## src/rtl/alu_share_arb.sv

```systemverilog
// alu_share_arb: shares one 32-bit ALU between two requesters.
// A request is accepted through valid/ready and executed in the accept
// cycle. The registered result and flags {N,Z,C,V} go back on the
// winner's response channel, which has valid/ready backpressure.
//
// Ports:
//   clk, reset              rising-edge clock, synchronous active-high reset
//   reqN_valid/ready        request handshake for requester N (0/1)
//   reqN_a, reqN_b, reqN_op operands and ALU op (00 add, 01 sub, 10 and, 11 or)
//   rspN_valid/ready        response handshake for requester N
//   rspN_result, rspN_flags registered result and {N,Z,C,V}
//   busy                    high while a response is held
//
// Build option: define ALU_SHARE_RR_EN for round-robin tie-breaking.
// Without it, requester 0 has fixed priority.
//
// state | meaning
// IDLE  | no response held
// RESP  | one response held for owner

module alu (
  input  logic [31:0] a,
  input  logic [31:0] b,
  input  logic [1:0]  op,
  output logic [31:0] result,
  output logic [3:0]  flags
);
  logic [31:0] b_x;
  logic [32:0] sum;
  logic        c;
  logic        v;

  // Subtraction is a + ~b + 1, so its carry-out means "no borrow".
  always_comb begin
    b_x    = op[0] ? ~b : b;
    sum    = {1'b0, a} + {1'b0, b_x} + {32'd0, op[0]};
    c      = 1'b0;
    v      = 1'b0;
    result = 32'd0;
    case (op)
      2'b00, 2'b01: begin
        result = sum[31:0];
        c      = sum[32];
        v      = (a[31] == b_x[31]) && (sum[31] != a[31]);
      end
      2'b10:   result = a & b;
      default: result = a | b;
    endcase
    flags = {result[31], (result == 32'd0), c, v};
  end
endmodule

module alu_share_arb (
  input  logic        clk,
  input  logic        reset,
  input  logic        req0_valid,
  output logic        req0_ready,
  input  logic [31:0] req0_a,
  input  logic [31:0] req0_b,
  input  logic [1:0]  req0_op,
  output logic        rsp0_valid,
  input  logic        rsp0_ready,
  output logic [31:0] rsp0_result,
  output logic [3:0]  rsp0_flags,
  input  logic        req1_valid,
  output logic        req1_ready,
  input  logic [31:0] req1_a,
  input  logic [31:0] req1_b,
  input  logic [1:0]  req1_op,
  output logic        rsp1_valid,
  input  logic        rsp1_ready,
  output logic [31:0] rsp1_result,
  output logic [3:0]  rsp1_flags,
  output logic        busy
);
  typedef enum logic {IDLE, RESP} state_t;

  state_t      state;
  logic        owner;
  logic [31:0] result_q;
  logic [3:0]  flags_q;
  logic        grant0;
  logic        grant1;
  logic        rsp_hs;
  logic        open;
  logic        accept;
  logic [31:0] alu_a;
  logic [31:0] alu_b;
  logic [1:0]  alu_op;
  logic [31:0] alu_result;
  logic [3:0]  alu_flags;

`ifdef ALU_SHARE_RR_EN
  logic last;

  // On a tie the requester that was not served last wins.
  always_comb begin
    grant0 = req0_valid && (!req1_valid || last);
    grant1 = req1_valid && (!req0_valid || !last);
  end
`else
  always_comb begin
    grant0 = req0_valid;
    grant1 = req1_valid && !req0_valid;
  end
`endif

  always_comb begin
    rsp_hs = owner ? (rsp1_valid && rsp1_ready) : (rsp0_valid && rsp0_ready);
    // A slot opens when nothing is held or the held response leaves now.
    open   = !reset && (state == IDLE || rsp_hs);
    req0_ready = grant0 && open;
    req1_ready = grant1 && open;
    accept = (grant0 || grant1) && open;
    alu_a  = grant1 ? req1_a  : req0_a;
    alu_b  = grant1 ? req1_b  : req0_b;
    alu_op = grant1 ? req1_op : req0_op;
  end

  alu u_alu (
    .a      (alu_a),
    .b      (alu_b),
    .op     (alu_op),
    .result (alu_result),
    .flags  (alu_flags)
  );

  always_ff @(posedge clk) begin
    if (reset) begin
      state      <= IDLE;
      owner      <= 1'b0;
`ifdef ALU_SHARE_RR_EN
      last       <= 1'b1;
`endif
      result_q   <= 32'd0;
      flags_q    <= 4'd0;
      rsp0_valid <= 1'b0;
      rsp1_valid <= 1'b0;
      busy       <= 1'b0;
    end else if (accept) begin
      state      <= RESP;
      owner      <= grant1;
`ifdef ALU_SHARE_RR_EN
      last       <= grant1;
`endif
      result_q   <= alu_result;
      flags_q    <= alu_flags;
      rsp0_valid <= !grant1;
      rsp1_valid <= grant1;
      busy       <= 1'b1;
    end else if (rsp_hs) begin
      state      <= IDLE;
      rsp0_valid <= 1'b0;
      rsp1_valid <= 1'b0;
      busy       <= 1'b0;
    end
  end

  always_comb begin
    rsp0_result = result_q;
    rsp0_flags  = flags_q;
    rsp1_result = result_q;
    rsp1_flags  = flags_q;
  end
endmodule

```

## config.mk

```make
export PLATFORM = sky130hd
export DESIGN_NAME = alu_share_arb
export DESIGN_NICKNAME = d
export VERILOG_FILES = /design/src/rtl/alu_share_arb.sv
export SDC_FILE = /design/constraint.sdc
export NUM_CORES = 1
export LEC_CHECK = 0
export CORE_MARGIN = 5
export CORE_UTILIZATION = 41
export DETAILED_ROUTE_END_ITERATION = 8
export GPL_TIMING_DRIVEN = 1
export PLACE_DENSITY_LB_ADDON = 0.25
export SLEW_MARGIN = 20
export SYNTH_ARGS = -nofsm -noshare
export SYNTH_HDL_FRONTEND = slang
export SYNTH_SLANG_ARGS = --single-unit
```

## constraint.sdc

```tcl
create_clock -name clk -period 5.67 [get_ports clk]
set_input_delay 0.8505 -clock clk [delete_from_list [all_inputs] [get_ports clk]]
set_output_delay 0.8505 -clock clk [all_outputs]
set_load 0.01 [all_outputs]
```

==> impl_results.md <==
* Status: finished clean
* Post-synth cell types at a little over 60
* # clock sinks at 39
* Die W at about 130 um
* Slew Limit Fails at 0
* Worst hold slack at between 0.4 and 0.5 ns
* R2R setup slack at between 2 and 3 ns
* Routed WL per cell at around 17 um
* Total Wirelength at around 19000 um
* Post-Syn Area at about 5500 um^2
* Core Rows at 42
* Post-synthesis adder-cell area fraction at ~12%
* Post-route DRC violation count at 0
* Dpl cell area at 7550 um^2
* First-pass GRT wire length at 28600 um
* Num CTS Buffers at 5
* CP Max Fanout at 44
* Die Footprint at between 15000 and 20000 um^2
* Max incr delay on CP at 0.62 ns
* Sequential Power Share at approximately a fifth
* Vias in the first global route at between 5k and 6k
* Most common cell after layout, fill and taps aside: clkdlybuf4s50_1
* Share of layout cells above drive strength 1 at roughly 4.3%
* Number of setup violations in the final report at 0
* Max Cap Viol at 0
* Xor and xnor area share after synthesis at between 8 and 9%
* Total GRT Usage at between 20% and 30%
* Core Area at 13200 um^2
* Number of synthesized register bits at 39
* Max frequency at between 0.15 and 0.2 GHz
* Die H at between 100 and 150 um
* CTS tree: yes
* Worst Clk Skew at 0.00227 ns
* Endpoint type of the worst setup path: flop
* Pin count of the biggest net entering global routing at 52
* Peak VDD IR at ~0.00012 V
* Io pins at ~220
* Worst EP required at 5.87 ns
* CP Class: input port to flop
* Cell area after layout at about 7700 um^2
* RSZ-0062 raised after global routing: false
* Post_cts resized at 0
* Largest family of logic cells by synthesized area: compound AO/OA/AOI/OAI gates
* I/O Buffers at ~210
* Worst Max-Slew Pin Slew at between 0.9 and 1 ns
* Latest clock arrival within the worst-skew pair at ~0.28 ns
* Worst Hold Class: flop to flop
* DR vias/cell at about 5.5
* Crit start category: input port
* Synthesized instance count at 782
* Int Pwr at ~1000 uW
* Fillers at roughly 1.2k
* Via Count at roughly 6k
* Combinational share of power at between 60% and 70%
* Clock Tree Buf Depth at 2
* Global placement routability congestion at between 0.9 and 1
* Detailed-router iteration count before antenna repair at 6
* Root buffer cell: clkbuf_16
* Top FF cell, synth: dfxtp_1
* Grt ovf at 0
* Commonest cells after routing, fill and taps aside: clkdlybuf4s50_1, nand2_1, nor2_1, a21oi_1, mux2i_1
* Synthesis Warnings at 0
* Avg Inst Size Synth at roughly 7 um^2
* Fin crit period at ~5.3 ns
* Sw Ratio at between 40% and 50%
* Family with the most delay on the worst path: compound AO/OA/AOI/OAI gates
* Crit path launch: req1_valid
* Sw Pwr at 687 uW
* Post-CTS Hold Fix Bufs at 0
* Sequential area share after synthesis at roughly 14%
* Tcrit/Tclk final at just over 90%
* HP Start: rsp0_result[9]
* NumNets Final at between 1k and 1.5k
* Final-report hold violation count at 0
* Antenna Nets Post-Route at 0
* Critical path buffers and inverters at 2
* Reg clk slew, reported paths at ~0.05 ns
* Initial drt markers at 503
* Post-route setup TNS at 0 ns
* H-tree depth at 2
* Setup bufs post-CTS at 0
* Slew margin rel. at about two fifths
* Mux share of post-synthesis cell area at under 10%
* Initial Utilization at approximately two fifths
* Post-DP HPWL at ~15000 um
* Number of synthesized flops with an enable pin at 0
* Finished Core Util at roughly three fifths
* Most used cell, CP: o21ai_0
* Synth Area in Simple Gates at between 20% and 30%
* CP Cell Sequence: clkdlybuf4s50_1 -> nor2b_4 -> buf_12 -> mux2i_1 -> xnor2_1 -> ha_1 -> o21a_1 -> a21boi_0 -> o21ai_0 -> o211a_1 -> a211oi_1 -> or3_1 -> a31o_2 -> xor2_1 -> a21oi_1 -> nand4_1 -> o21ai_0
* Critical path's slowest cell: o21ai_0
* Pleak at approximately 0.0031 uW
* Worst r2r src: owner
* CP arrival at 5.48 ns
* N_diodes at 0
* Clock Power Share at 16.3%
* Syn nets at between 900 and 1k
* PD cells at 216 nW/um^2
* Initial antenna violation count at 0
* Synth Area in Compound Gates at between 20% and 30%
* Fraction of registers with async set/reset at 0%
* Layout area overhead at 40.1%
==> cell families (layout without fill, tap and decap cells) <==
logic type,after synthesis,after routing
and+or+nand+nor,270,270
DFF,39,39
buffers and inverters,104,257
xor gates and xnor gates,55,55
adders and majority gates,54,54
muxes,51,51
AOI/OAI and AO/OA,209,209
==> per-stage QoR <==
| step | total power [uW] | instances | worst slack [ns] |
|---|---|---|---|
| floorplan | 1020 | 782 | 0.0951 |
| global placement | 1380 | 1104 | 0.329 |
| CTS | 1660 | 1111 | 0.485 |
| global route | 1780 | 1111 | 0.0913 |
| finish | 1660 | 1111 | 0.391 |
| detailed placement | 1380 | 1104 | 0.216 |
==> cells in the mapped netlist (all sizes together) (3+ instances only) <==
cell type,n,area share (%)
nand2,130,8.9
nor2,76,5.2
a21oi,70,6.4
buf,50,6.2
mux2i,46,8.4
xnor2,43,6.9
dfxtp,39,14
clkbuf,35,2.4
ha,34,7.7
o21ai,34,3.2
a211oi,32,4.4
inv,19,1.3
maj3,19,3.5
a21o,14,1.9
nor3,14,1.3
nand3,12,1.1
xor2,12,1.9
or3,10,1.1
o21a,8,1.1
a31oi,7,0.80
o211ai,7,0.96
o311ai,6,1.3
o31ai,6,0.82
and3,5,0.57
mux2,5,1.1
nand2b,5,0.57
nand4,4,0.46
o211a,3,0.55
o21bai,3,0.41
==> layer usage <==
layer,global-route usage [%],part of all wire (%),vias up
li1,-,-,3047
met1,28.1,44,2817
met2,38.2,48,249
met3,3.68,7.4,19
met4,4.23,1.2,0
met5,0,0,-
==> state kept, by name, summed over array words and instances, names as in the netlist <==
| name | flops |
|---|---|
| owner | 1 |
| rsp0_flags | 3 |
| rsp0_result | 32 |
| rsp0_valid | 1 |
| rsp1_valid | 1 |
| state | 1 |
==> layout make-up <==
cell class	instances	area [um^2]	area share [%]
multi-input combinational	639	4200	54.6
timing repair buffer	231	2280	29.6
sequential	39	781	10.1
tap	176	220	2.86
clock buffer	6	139	1.80
inverter	19	71.3	0.927
clock inverter	1	5.00	0.0650
==> worst paths after layout <==
check	end	depth (start not counted)
max	rsp0_flags[2]	17
min	rsp0_result[9]	2
max reg2reg	rsp0_flags[2]	12
min reg2reg	rsp0_result[9]	2
==> power by group through the flow <==
stage / Sequential (uW) / Combinational (uW) / Clock (uW)
after floorplan: 342 / 682 / 0
after global placement: 334 / 1050 / 0
after detailed placement: 335 / 1050 / 0
after CTS: 330 / 1050 / 276
after global routing: 334 / 1160 / 289
final: 329 / 1060 / 272
==> worst register-to-register path, cell delays in order (launching register included) <==
cell and delay (ns):
dfxtp_1 0.32, nand3b_1 0.20, a31oi_1 0.31, o21ai_1 0.12, buf_4 0.22, a211oi_1 0.28
nor4b_1 0.31, and4_1 0.24, and4b_1 0.22, nand4_1 0.09, and4b_1 0.29, nand4_1 0.09
o21ai_0 0.17
No activity file was read; power rests on OpenSTA's default activity.
